**src/rtl/instr_loader_pkg.sv**
```systemverilog
// Shared types and constants for the instruction program loader.
// Package mips_pkg: loader state enum, word/byte widths, HALT word.
package mips_pkg;

  localparam int SIZE_ADDR_PC   = 32;
  localparam int SIZE_BYTE      = 8;
  localparam int BYTES_PER_WORD = 4;

  localparam logic [SIZE_ADDR_PC-1:0] HALT_WORD = 32'hFFFF_FFFF;

  typedef enum logic [2:0] {
    S_IDLE  = 3'd0,
    S_RECV  = 3'd1,
    S_WRITE = 3'd2,
    S_DONE  = 3'd3,
    S_ERROR = 3'd4,
    S_CHECK = 3'd5
  } ld_state_e;

endpackage

```
**src/rtl/instr_loader_if.sv**
```systemverilog
// UART-side byte stream and memory-side write bus of the loader.
// master: loader side; slave: UART receiver / instruction memory side.
interface instr_loader_if #(
  parameter int SIZE_ADDR_PC = mips_pkg::SIZE_ADDR_PC,
  parameter int SIZE_BYTE    = mips_pkg::SIZE_BYTE
);

  logic [SIZE_BYTE-1:0]    i_rx_data;
  logic                    i_rx_valid;
  logic                    o_ready;
  logic [SIZE_ADDR_PC-1:0] o_instruction_address;
  logic [SIZE_ADDR_PC-1:0] o_instruction;
  logic                    o_flag_write_instruc;

  modport master (
    input  i_rx_data,
    input  i_rx_valid,
    output o_ready,
    output o_instruction_address,
    output o_instruction,
    output o_flag_write_instruc
  );

  modport slave (
    output i_rx_data,
    output i_rx_valid,
    input  o_ready,
    input  o_instruction_address,
    input  o_instruction,
    input  o_flag_write_instruc
  );

endinterface

```
**src/rtl/instr_loader_byte_packer.sv**
```systemverilog
// Packs accepted bytes big-endian into words; o_word_ready pulses
// combinationally with the 4th byte. Ports: clk, rst, clear, byte+valid.
module byte_packer
  import mips_pkg::*;
#(
  parameter int SIZE_WORD = SIZE_ADDR_PC,
  parameter int SB        = SIZE_BYTE
) (
  input  logic                 i_clk,
  input  logic                 i_reset,
  input  logic                 i_clear,
  input  logic                 i_valid,
  input  logic [SB-1:0]        i_data,
  output logic [SIZE_WORD-1:0] o_word,
  output logic                 o_word_ready
);

  localparam logic [1:0] LAST = 2'(BYTES_PER_WORD - 1);

  // Only the three newest bytes need storing; the 4th is live input.
  logic [SIZE_WORD-SB-1:0] r_shreg;
  logic [1:0]              r_cnt;

  assign o_word       = {r_shreg, i_data};
  assign o_word_ready = i_valid & (r_cnt == LAST);

  always_ff @(posedge i_clk or negedge i_reset) begin
    if (!i_reset) begin
      r_shreg <= '0;
      r_cnt   <= '0;
    end else if (i_clear) begin
      r_cnt   <= '0;
    end else if (i_valid) begin
      r_shreg <= o_word[SIZE_WORD-SB-1:0];
      r_cnt   <= r_cnt + 2'd1;
    end
  end

endmodule

```
**src/rtl/instr_loader.sv**
```systemverilog
// Program loader: UART bytes -> 32-bit words -> instruction memory writes.
// Ports: i_clk, i_reset(async low), i_start, bus (instr_loader_if.master),
// o_words_loaded, o_load_done, o_load_error. Option: LOADER_CHECKSUM_EN.
module instr_loader #(
  parameter int SIZE_ADDR_PC = mips_pkg::SIZE_ADDR_PC,
  parameter int TOTAL_SIZE   = 256,
  parameter int SIZE_BYTE    = mips_pkg::SIZE_BYTE,
  parameter logic [SIZE_ADDR_PC-1:0] HALT_WORD = mips_pkg::HALT_WORD
) (
  input  logic                    i_clk,
  input  logic                    i_reset,
  input  logic                    i_start,
  instr_loader_if.master          bus,
  output logic [SIZE_ADDR_PC-1:0] o_words_loaded,
  output logic                    o_load_done,
  output logic                    o_load_error
);

  import mips_pkg::*;

  localparam logic [2:0] ST_IDLE  = S_IDLE;
  localparam logic [2:0] ST_RECV  = S_RECV;
  localparam logic [2:0] ST_WRITE = S_WRITE;
  localparam logic [2:0] ST_DONE  = S_DONE;
  localparam logic [2:0] ST_ERROR = S_ERROR;
  localparam logic [2:0] ST_CHECK = S_CHECK;

  localparam logic [SIZE_ADDR_PC-1:0] LAST_ADDR =
    SIZE_ADDR_PC'(TOTAL_SIZE - 1);
  localparam logic [SIZE_ADDR_PC-1:0] ONE = SIZE_ADDR_PC'(1);

`ifdef LOADER_CHECKSUM_EN
  localparam logic [2:0] ST_HALTED = ST_CHECK;
`else
  localparam logic [2:0] ST_HALTED = ST_DONE;
`endif

  logic [2:0]              r_state;
  logic [SIZE_ADDR_PC-1:0] r_addr;
  logic [SIZE_ADDR_PC-1:0] r_instr;
  logic [SIZE_ADDR_PC-1:0] r_words;

  logic [SIZE_ADDR_PC-1:0] w_word;
  logic                    w_word_ready;
  logic                    w_accept;
  logic                    w_clear;

  assign w_accept = bus.i_rx_valid & (r_state == ST_RECV);
  assign w_clear  = i_start & ((r_state == ST_IDLE) |
                               (r_state == ST_DONE) |
                               (r_state == ST_ERROR));

  byte_packer #(
    .SIZE_WORD (SIZE_ADDR_PC),
    .SB        (SIZE_BYTE)
  ) u_packer (
    .i_clk        (i_clk),
    .i_reset      (i_reset),
    .i_clear      (w_clear),
    .i_valid      (w_accept),
    .i_data       (bus.i_rx_data),
    .o_word       (w_word),
    .o_word_ready (w_word_ready)
  );

`ifdef LOADER_CHECKSUM_EN
  logic [SIZE_BYTE-1:0] r_xor;

  always_ff @(posedge i_clk or negedge i_reset) begin
    if (!i_reset)      r_xor <= '0;
    else if (w_clear)  r_xor <= '0;
    else if (w_accept) r_xor <= r_xor ^ bus.i_rx_data;
  end

  assign bus.o_ready = (r_state == ST_RECV) | (r_state == ST_CHECK);
`else
  assign bus.o_ready = (r_state == ST_RECV);
`endif

  assign bus.o_instruction_address = r_addr;
  assign bus.o_instruction         = r_instr;
  assign bus.o_flag_write_instruc  = (r_state == ST_WRITE);
  assign o_words_loaded            = r_words;
  assign o_load_done               = (r_state == ST_DONE);
  assign o_load_error              = (r_state == ST_ERROR);

  always_ff @(posedge i_clk or negedge i_reset) begin
    if (!i_reset) begin
      r_state <= ST_IDLE;
      r_addr  <= '0;
      r_instr <= '0;
      r_words <= '0;
    end else begin
      case (r_state)
        ST_RECV: begin
          if (w_word_ready) begin
            r_instr <= w_word;
            r_state <= ST_WRITE;
          end
        end
        ST_WRITE: begin
          r_words <= r_words + ONE;
          if (r_instr == HALT_WORD) begin
            r_state <= ST_HALTED;
          end else if (r_addr == LAST_ADDR) begin
            r_state <= ST_ERROR;
          end else begin
            r_addr  <= r_addr + ONE;
            r_state <= ST_RECV;
          end
        end
`ifdef LOADER_CHECKSUM_EN
        ST_CHECK: begin
          if (bus.i_rx_valid) begin
            r_state <= (bus.i_rx_data == r_xor) ? ST_DONE : ST_ERROR;
          end
        end
`endif
        ST_IDLE, ST_DONE, ST_ERROR: begin
          if (i_start) begin
            r_state <= ST_RECV;
            r_addr  <= '0;
            r_words <= '0;
          end
        end
        default: r_state <= ST_IDLE;
      endcase
    end
  end

endmodule

```
**src/flat_wrapper.sv**
```systemverilog
// flat-port wrapper written by rule: the top's interface ports become plain ports
module instr_loader_flat import mips_pkg::*;
#(
  parameter int SIZE_ADDR_PC = mips_pkg::SIZE_ADDR_PC,
  parameter int TOTAL_SIZE   = 256,
  parameter int SIZE_BYTE    = mips_pkg::SIZE_BYTE,
  parameter logic [SIZE_ADDR_PC-1:0] HALT_WORD = mips_pkg::HALT_WORD
)
  (i_clk, i_reset, i_start, o_words_loaded, o_load_done, o_load_error, bus_i_rx_data, bus_i_rx_valid, bus_o_ready, bus_o_instruction_address, bus_o_instruction, bus_o_flag_write_instruc);
  instr_loader_if #(.SIZE_ADDR_PC(SIZE_ADDR_PC), .SIZE_BYTE(SIZE_BYTE)) bus_i ();
  input  logic i_clk;
  input  logic i_reset;
  input  logic i_start;
  output logic [SIZE_ADDR_PC-1:0] o_words_loaded;
  output logic o_load_done;
  output logic o_load_error;
  input wire logic [$bits(bus_i.i_rx_data)-1:0] bus_i_rx_data;
  input wire logic [$bits(bus_i.i_rx_valid)-1:0] bus_i_rx_valid;
  output wire logic [$bits(bus_i.o_ready)-1:0] bus_o_ready;
  output wire logic [$bits(bus_i.o_instruction_address)-1:0] bus_o_instruction_address;
  output wire logic [$bits(bus_i.o_instruction)-1:0] bus_o_instruction;
  output wire logic [$bits(bus_i.o_flag_write_instruc)-1:0] bus_o_flag_write_instruc;
  assign bus_i.i_rx_data = bus_i_rx_data;
  assign bus_i.i_rx_valid = bus_i_rx_valid;
  assign bus_o_ready = bus_i.o_ready;
  assign bus_o_instruction_address = bus_i.o_instruction_address;
  assign bus_o_instruction = bus_i.o_instruction;
  assign bus_o_flag_write_instruc = bus_i.o_flag_write_instruc;
  instr_loader #(.SIZE_ADDR_PC(SIZE_ADDR_PC), .TOTAL_SIZE(TOTAL_SIZE), .SIZE_BYTE(SIZE_BYTE), .HALT_WORD(HALT_WORD)) u_core (.i_clk(i_clk), .i_reset(i_reset), .i_start(i_start), .bus(bus_i), .o_words_loaded(o_words_loaded), .o_load_done(o_load_done), .o_load_error(o_load_error));
endmodule
```
**config.mk**
```make
export PLATFORM = sky130hd
export DESIGN_NAME = instr_loader_flat
export DESIGN_NICKNAME = d
export VERILOG_FILES = /design/src/rtl/instr_loader_pkg.sv /design/src/rtl/instr_loader_if.sv /design/src/rtl/instr_loader_byte_packer.sv /design/src/rtl/instr_loader.sv /design/src/flat_wrapper.sv
export SDC_FILE = /design/constraint.sdc
export NUM_CORES = 1
export LEC_CHECK = 0
export BUFFER_PORTS_ARGS = -buffer_cell sky130_fd_sc_hd__buf_2
export CAP_MARGIN = 20
export CORE_MARGIN = 3
export CORE_UTILIZATION = 49
export CTS_BUF_LIST = sky130_fd_sc_hd__clkbuf_4 sky130_fd_sc_hd__clkbuf_8
export DETAILED_ROUTE_END_ITERATION = 10
export PLACE_DENSITY = 0.78
export REMOVE_ABC_BUFFERS = 1
export SYNTH_ARGS = -nofsm -noshare
export SYNTH_HDL_FRONTEND = slang
export SYNTH_SLANG_ARGS = --single-unit
```
**constraint.sdc**
```tcl
create_clock -name i_clk -period 2.1 [get_ports i_clk]
set_input_delay 0.105 -clock i_clk [delete_from_list [all_inputs] [get_ports i_clk]]
set_output_delay 0.105 -clock i_clk [all_outputs]
set_load 0.02 [all_outputs]
```
# Yosys cells after proc, flatten, opt, wreduce, memory -nomap -nowiden
# Cells that the tools add are included.
# Widths: inputs -> output; s select.
[word_totals] ram_bits=0 regBits=125 inputBits=12 latchBits=0 romBits=0 mem_count=0 word_cells=47
[classes] eq_ne=11 div_mod_pow=0 n_addsub=3 order_cmp=0 reduce_logical=9 shifts=0 n_bitwise=6 n_mux=12 mul=0
[op_table] cell="$pmux 32 s2" count=2
[op_table] cell="$mux 32" count=3
[op_table] cell="$add 32x1->32 const B" count=2
[op_table] cell="$eq 32x32->1 const B" count=1
[op_table] cell="$eq 32x8->1 const B" count=1
[op_table] cell="$mux 3" count=4
[op_table] cell="$pmux 3 s3" count=1
[op_table] cell="$reduce_and 2->1" count=4
[op_table] cell="$eq 3x2->1 const B" count=2
[op_table] cell="$ne 2x2->1 const B" count=3
[op_table] cell="$mux 2" count=2
[op_table] cell="$reduce_and 4->1" count=1
[op_table] cell="$reduce_bool 2->1" count=2
[op_table] cell="$and 1x1->1" count=3
[op_table] cell="$eq 3x1->1 const B" count=1
[op_table] cell="$eq 3x3->1 const B" count=1
[op_table] cell="$logic_not 3->1" count=1
[op_table] cell="$reduce_or 3->1" count=1
[op_table] cell="$add 2x1->2 const B" count=1
[op_table] cell="$eq 2x2->1 const B" count=1
[op_table] cell="$ne 2x1->1 const B" count=1
[op_table] cell="$or 1x1->1" count=2
[op_table] cell="$not 1->1" count=1

# Depth between registers and ports, before layout
[logic_depth] ltp_word=6 depth_mapped=8 mapped_depth_nobuf=6

# By module
# From an unflattened synthesis, not the netlist that was laid out.
[hier_totals] cells_unflattened=532 area_unflattened_um2=6073.3
[modules_own_cells] mod="instr_loader" area_per_inst_um2=4906.0 n_inst=1 cells_each=464
[modules_own_cells] mod="byte_packer" area_per_inst_um2=1167.4 n_inst=1 cells_each=68

# Least setup slack after synthesis
# Ideal clock, no wire load.
[synth_path] path_kind="register to register" from="reg u_core.r_addr[0] (netlist: u_core.bus.o_instruction_address[0])" to="reg u_core.r_addr[2] (netlist: u_core.bus.o_instruction_address[2])" arrival_ns=1.933 setup_time_ns=0.127 setup_slack_ns=0.040 stages_incl_launch_ff=9 path_cell_list="dfrtp_1 > ha_1 > and3_1 > nand2_2 > or3_1 > buf_2 > buf_2 > a41oi_1 > o21ai_1"
[synth_between] elab_chain_cells=4 elab_cells_between_ends=7 cone_classes="add/sub (1); eq/ne (2); mux (3); reduce/logical (1)"
[synth_rtl] element="start, declared" line_no="instr_loader.sv:39" source="logic [SIZE_ADDR_PC-1:0] r_addr;"
[synth_rtl] element="start signal, assigned" line_no="instr_loader.sv:108" source="r_addr <= r_addr + ONE;"
[synth_rtl] element="$add 32x1->32" line_no="instr_loader.sv:108"
[synth_rtl] element="$mux 32" line_no="instr_loader.sv:105" source="end else if (r_addr == LAST_ADDR) begin"
[synth_rtl] element="$mux 32" line_no="instr_loader.sv:103" source="if (r_instr == HALT_WORD) begin"
[synth_rtl] element="$pmux 32 s2" line_no="instr_loader.sv:94" source="case (r_state)"
# Several ways; a longest one is shown, not always the timed one. The select of a mux whose other input is x is not followed.
# A chain may end at the register's enable or synchronous reset.

# Worst setup path in the final report
[layout_path] from="reg u_core.r_addr[30] (netlist: u_core.bus.o_instruction_address[30])" to="reg u_core.r_addr[23] (netlist: u_core.bus.o_instruction_address[23])"
[layout_between] elab_chain_cells=3
[layout_rtl] element="$eq 32x8->1" line_no="instr_loader.sv:105"
[layout_rtl] element="$ne 2x2->1 (no source line)"
[layout_rtl] element="$reduce_and 4->1 (no source line)"
# No other way between the ends.

==> impl_metrics.yaml <==
synth:
  synth_compound_area_share_pct: 12.3
  synth_cell_types: 66
  synth_edf_count: 0
  synth_top_family_by_area: "simple AND/OR/NAND/NOR gates"
  ys_ff_latch: 125
  synthXorXnorAreaFrac_pct: 2.00
  yosysSeqAreaShare_pct: 51.1
  synthFlopType: "dfrtp_1"
  yosys.area_share.adder_pct: 0.613
  netlist_instances: 608
  netlist_area_sq_um: 6130
  muxShareOfSynthArea_pct: 6.39
  synth-simple-area-share_pct: 24.4
  synthArstFlopShare_pct: 100
  synth_warnings: 0
  avgSynthCellArea_sq_um: 10.1
setup_path:
  crit_path_end_kind: "register"
  crit_type: "reg2reg"
  crit_arrival_ps: 2440
  crit_required_ps: 2420
  worstReg2RegStart: "u_core.bus.o_instruction_address[30]"
  r2r_slack_ps: -10
  cp-start-kind: "register"
  rr_endpoint: "u_core.bus.o_instruction_address[23]"
  crit_path_max_fanout: 7
  reg2reg_depth: 6
timing:
  fin_setup_tns_ps: -11.7
  finalCriticalPeriod_ps: 2110
  relSlewSlack_pct: 75.2
  post-route-period-util_pct: 101
  hold_viol: 0
  slew_violations: 0
  finClkSkew_ps: 18.0
  tightest_slew_ps: 369
  setup_violations: 1
  setup_ws_ps: -11.7
  clock.fmax_mhz: 474
  rsz0062_at_grt: "yes"
die:
  pin_count: 112
  die_h_microns: 118
  fp.dieW_microns: 118
  rows: 40
  start_util_pct: 50.6
  coreArea_sq_um: 12100
  dieArea_sq_um: 13900
global_routing:
  grt_pass1_vias: 5521
  grt.total_usage_pct: 24.4
  use_met2_pct: 39.6
  antenna_found_initial: 0
  grt.overflow.total: 0
  grt_first_pass_wirelength_microns: 27400
  grtUsageMet3_pct: 6.44
  grt_max_degree: 59
  met1_usage_pct: 30.6
  top_usage_layer: "met2"
drt:
  vias: 5661
  wire_per_inst_microns: 17.9
  ant_nets: 0
  viasPerCell: 5.95
  drc: 0
  wl_microns: 17000
  drtIter0Drc: 469
  drt_pass1_iterations: 7
finish:
  layout_common_cells: "dfrtp_1, buf_2, nand2_1, buf_4, mux2_2"
  area_delta_synth_final_pct: 26.7
  post_route_cells_drive_above_1_share_pct: 33.1
  final_common_cell: "dfrtp_1"
  antennaDiodeCount: 0
  fin_util_pct: 64.1
  fin_nets: 785
place:
  dp.final_hpwl_microns: 11600
  place.gp.congestion: 0.940
  dp_slack_ps: 13.8
  port_buffers: 111
clock_network:
  clk_latency_ps: 460
  htree_num_levels: 4
  cts_buffer_depth: 2
  numCtsBuffers: 17
  root_buffer: "clkbuf_8"
  cts.sinks: 125
  cts_tree: "yes"
  clk_pin_slew_worst_paths_ps: 80
min_path:
  hold_path.class: "in2async"
power:
  p_leak_nw: 3.95
  powerDensity_nw_per_um2: 1070
  vdd_drop_max_mv: 0.767
status:
  violations: "setup timing"
  status: "finished with violations"
run:
  cap_violations: 0
per-stage QoR:
step | total power (W) | hold WS (ps) | area (sq um) | std cells
after floorplan | 0.00497 | -191 | 5990 | 580
after global placement | 0.00596 | -15.8 | 7170 | 908
after detailed placement | 0.00609 | -15.0 | 7170 | 908
after CTS | 0.00826 | 28.2 | 7670 | 949
after global routing | 0.00876 | 39.6 | 7760 | 951
final | 0.00832 | 49.0 | 7760 | 951
cell type report:
| type | count | area, sq um |
|---|---|---|
| fillers | 999 | 4350 |
| flip-flops and latches | 125 | 3130 |
| multi-input cells | 438 | 2890 |
| repair buffers | 171 | 1070 |
| clock buffers | 18 | 241 |
| well taps | 168 | 210 |
| clock inverters | 14 | 158 |
| inverters | 17 | 63.8 |
cell families (layout without fill, tap and decap cells):
logic type,count (synthesis),after routing
multiplexers,35,35
AND/OR/NAND/NOR,279,279
AO/OA/AOI/OAI,107,107
flip-flops,125,125
XOR/XNOR,14,14
adder cells (fa/ha/maj),3,3
buffers and inverters,45,220
state kept, by name (all words and copies together) (netlist names):
name and count:
u_core.bus.o_instruction 32, u_core.bus.o_instruction_address 32, u_core.o_words_loaded 32, u_core.u_packer.r_shreg 24, u_core.r_state 3, u_core.u_packer.r_cnt 2
worst max path at each step:
stage / from / to / depth (start not counted)
after floorplan: u_core.r_state[1] / u_core.r_state[0] / 5
after global placement: u_core.bus.o_instruction_address[29] / u_core.bus.o_instruction_address[29] / 6
after detailed placement: u_core.bus.o_instruction_address[29] / u_core.bus.o_instruction_address[21] / 6
after CTS: u_core.bus.o_instruction_address[28] / u_core.bus.o_instruction_address[28] / 6
after global routing: u_core.bus.o_instruction_address[12] / u_core.bus.o_instruction_address[23] / 6
final: u_core.bus.o_instruction_address[30] / u_core.bus.o_instruction_address[23] / 6
metal layers:
metal  vias up  routed length [microns]  part of all wire [%]
li1       2584                        -                     -
met1      2787                     7130                    42
met2       234                     8330                    49
met3        56                      999                   5.9
met4         0                      548                   3.2
met5         -                        0                     0
timing repair:
item | 4_1_cts | 5_1_grt
cloned | 0 | 1
pin swaps | 0 | 7
hold buffers | 9 | 0
resized for setup | 1 | 12
setup endpoints to repair | 3 | 34
setup buffers | 0 | 1
endpoints found under the hold margin | 141 | 0
synth_stat cells, types with 3 or more instances:
cell type  count  area [sq um]
nand3_1       21           105
ha_1           3          37.5
a31oi_1       20           125
and3_1        18           113
a21oi_1       18          90.1
inv_1         16          60.1
xor2_1         7          61.3
xnor2_1        7          61.3
nor4_1        23           144
or3_1         12          75.1
nand2_1      107           402
o31ai_1        5          37.5
nand4_1       28           175
a41oi_1        4          35.0
mux2_2        33           372
clkbuf_1      13          48.8
or4_1          6          45.0
a211o_1       10          87.6
and2_1         4          25.0
nor3_1        10          50.1
buf_2          9          45.0
nor2_1        25          93.8
buf_4          3          22.5
and4_1         6          52.6
o21ai_1        5          25.0
dfrtp_1      125          3130
o21ai_0       17          85.1
where the power goes:
| part | internal [W] | leakage (nW) | switching, W |
|---|---|---|---|
| sequential | 0.00298 | 1.68 | 0.000567 |
| combinational | 0.000992 | 2.07 | 0.00163 |
| clock | 0.00109 | 0.201 | 0.00106 |
worst max-delay path, cell delays in order, from the launching register on:
cell and delay (ps):
dfrtp_1 460, nor4_2 310, nand4_1 190, or3_4 440
buf_4 180, a41oi_1 270, o21ai_1 130
Power figures use the tool's default switching activity.
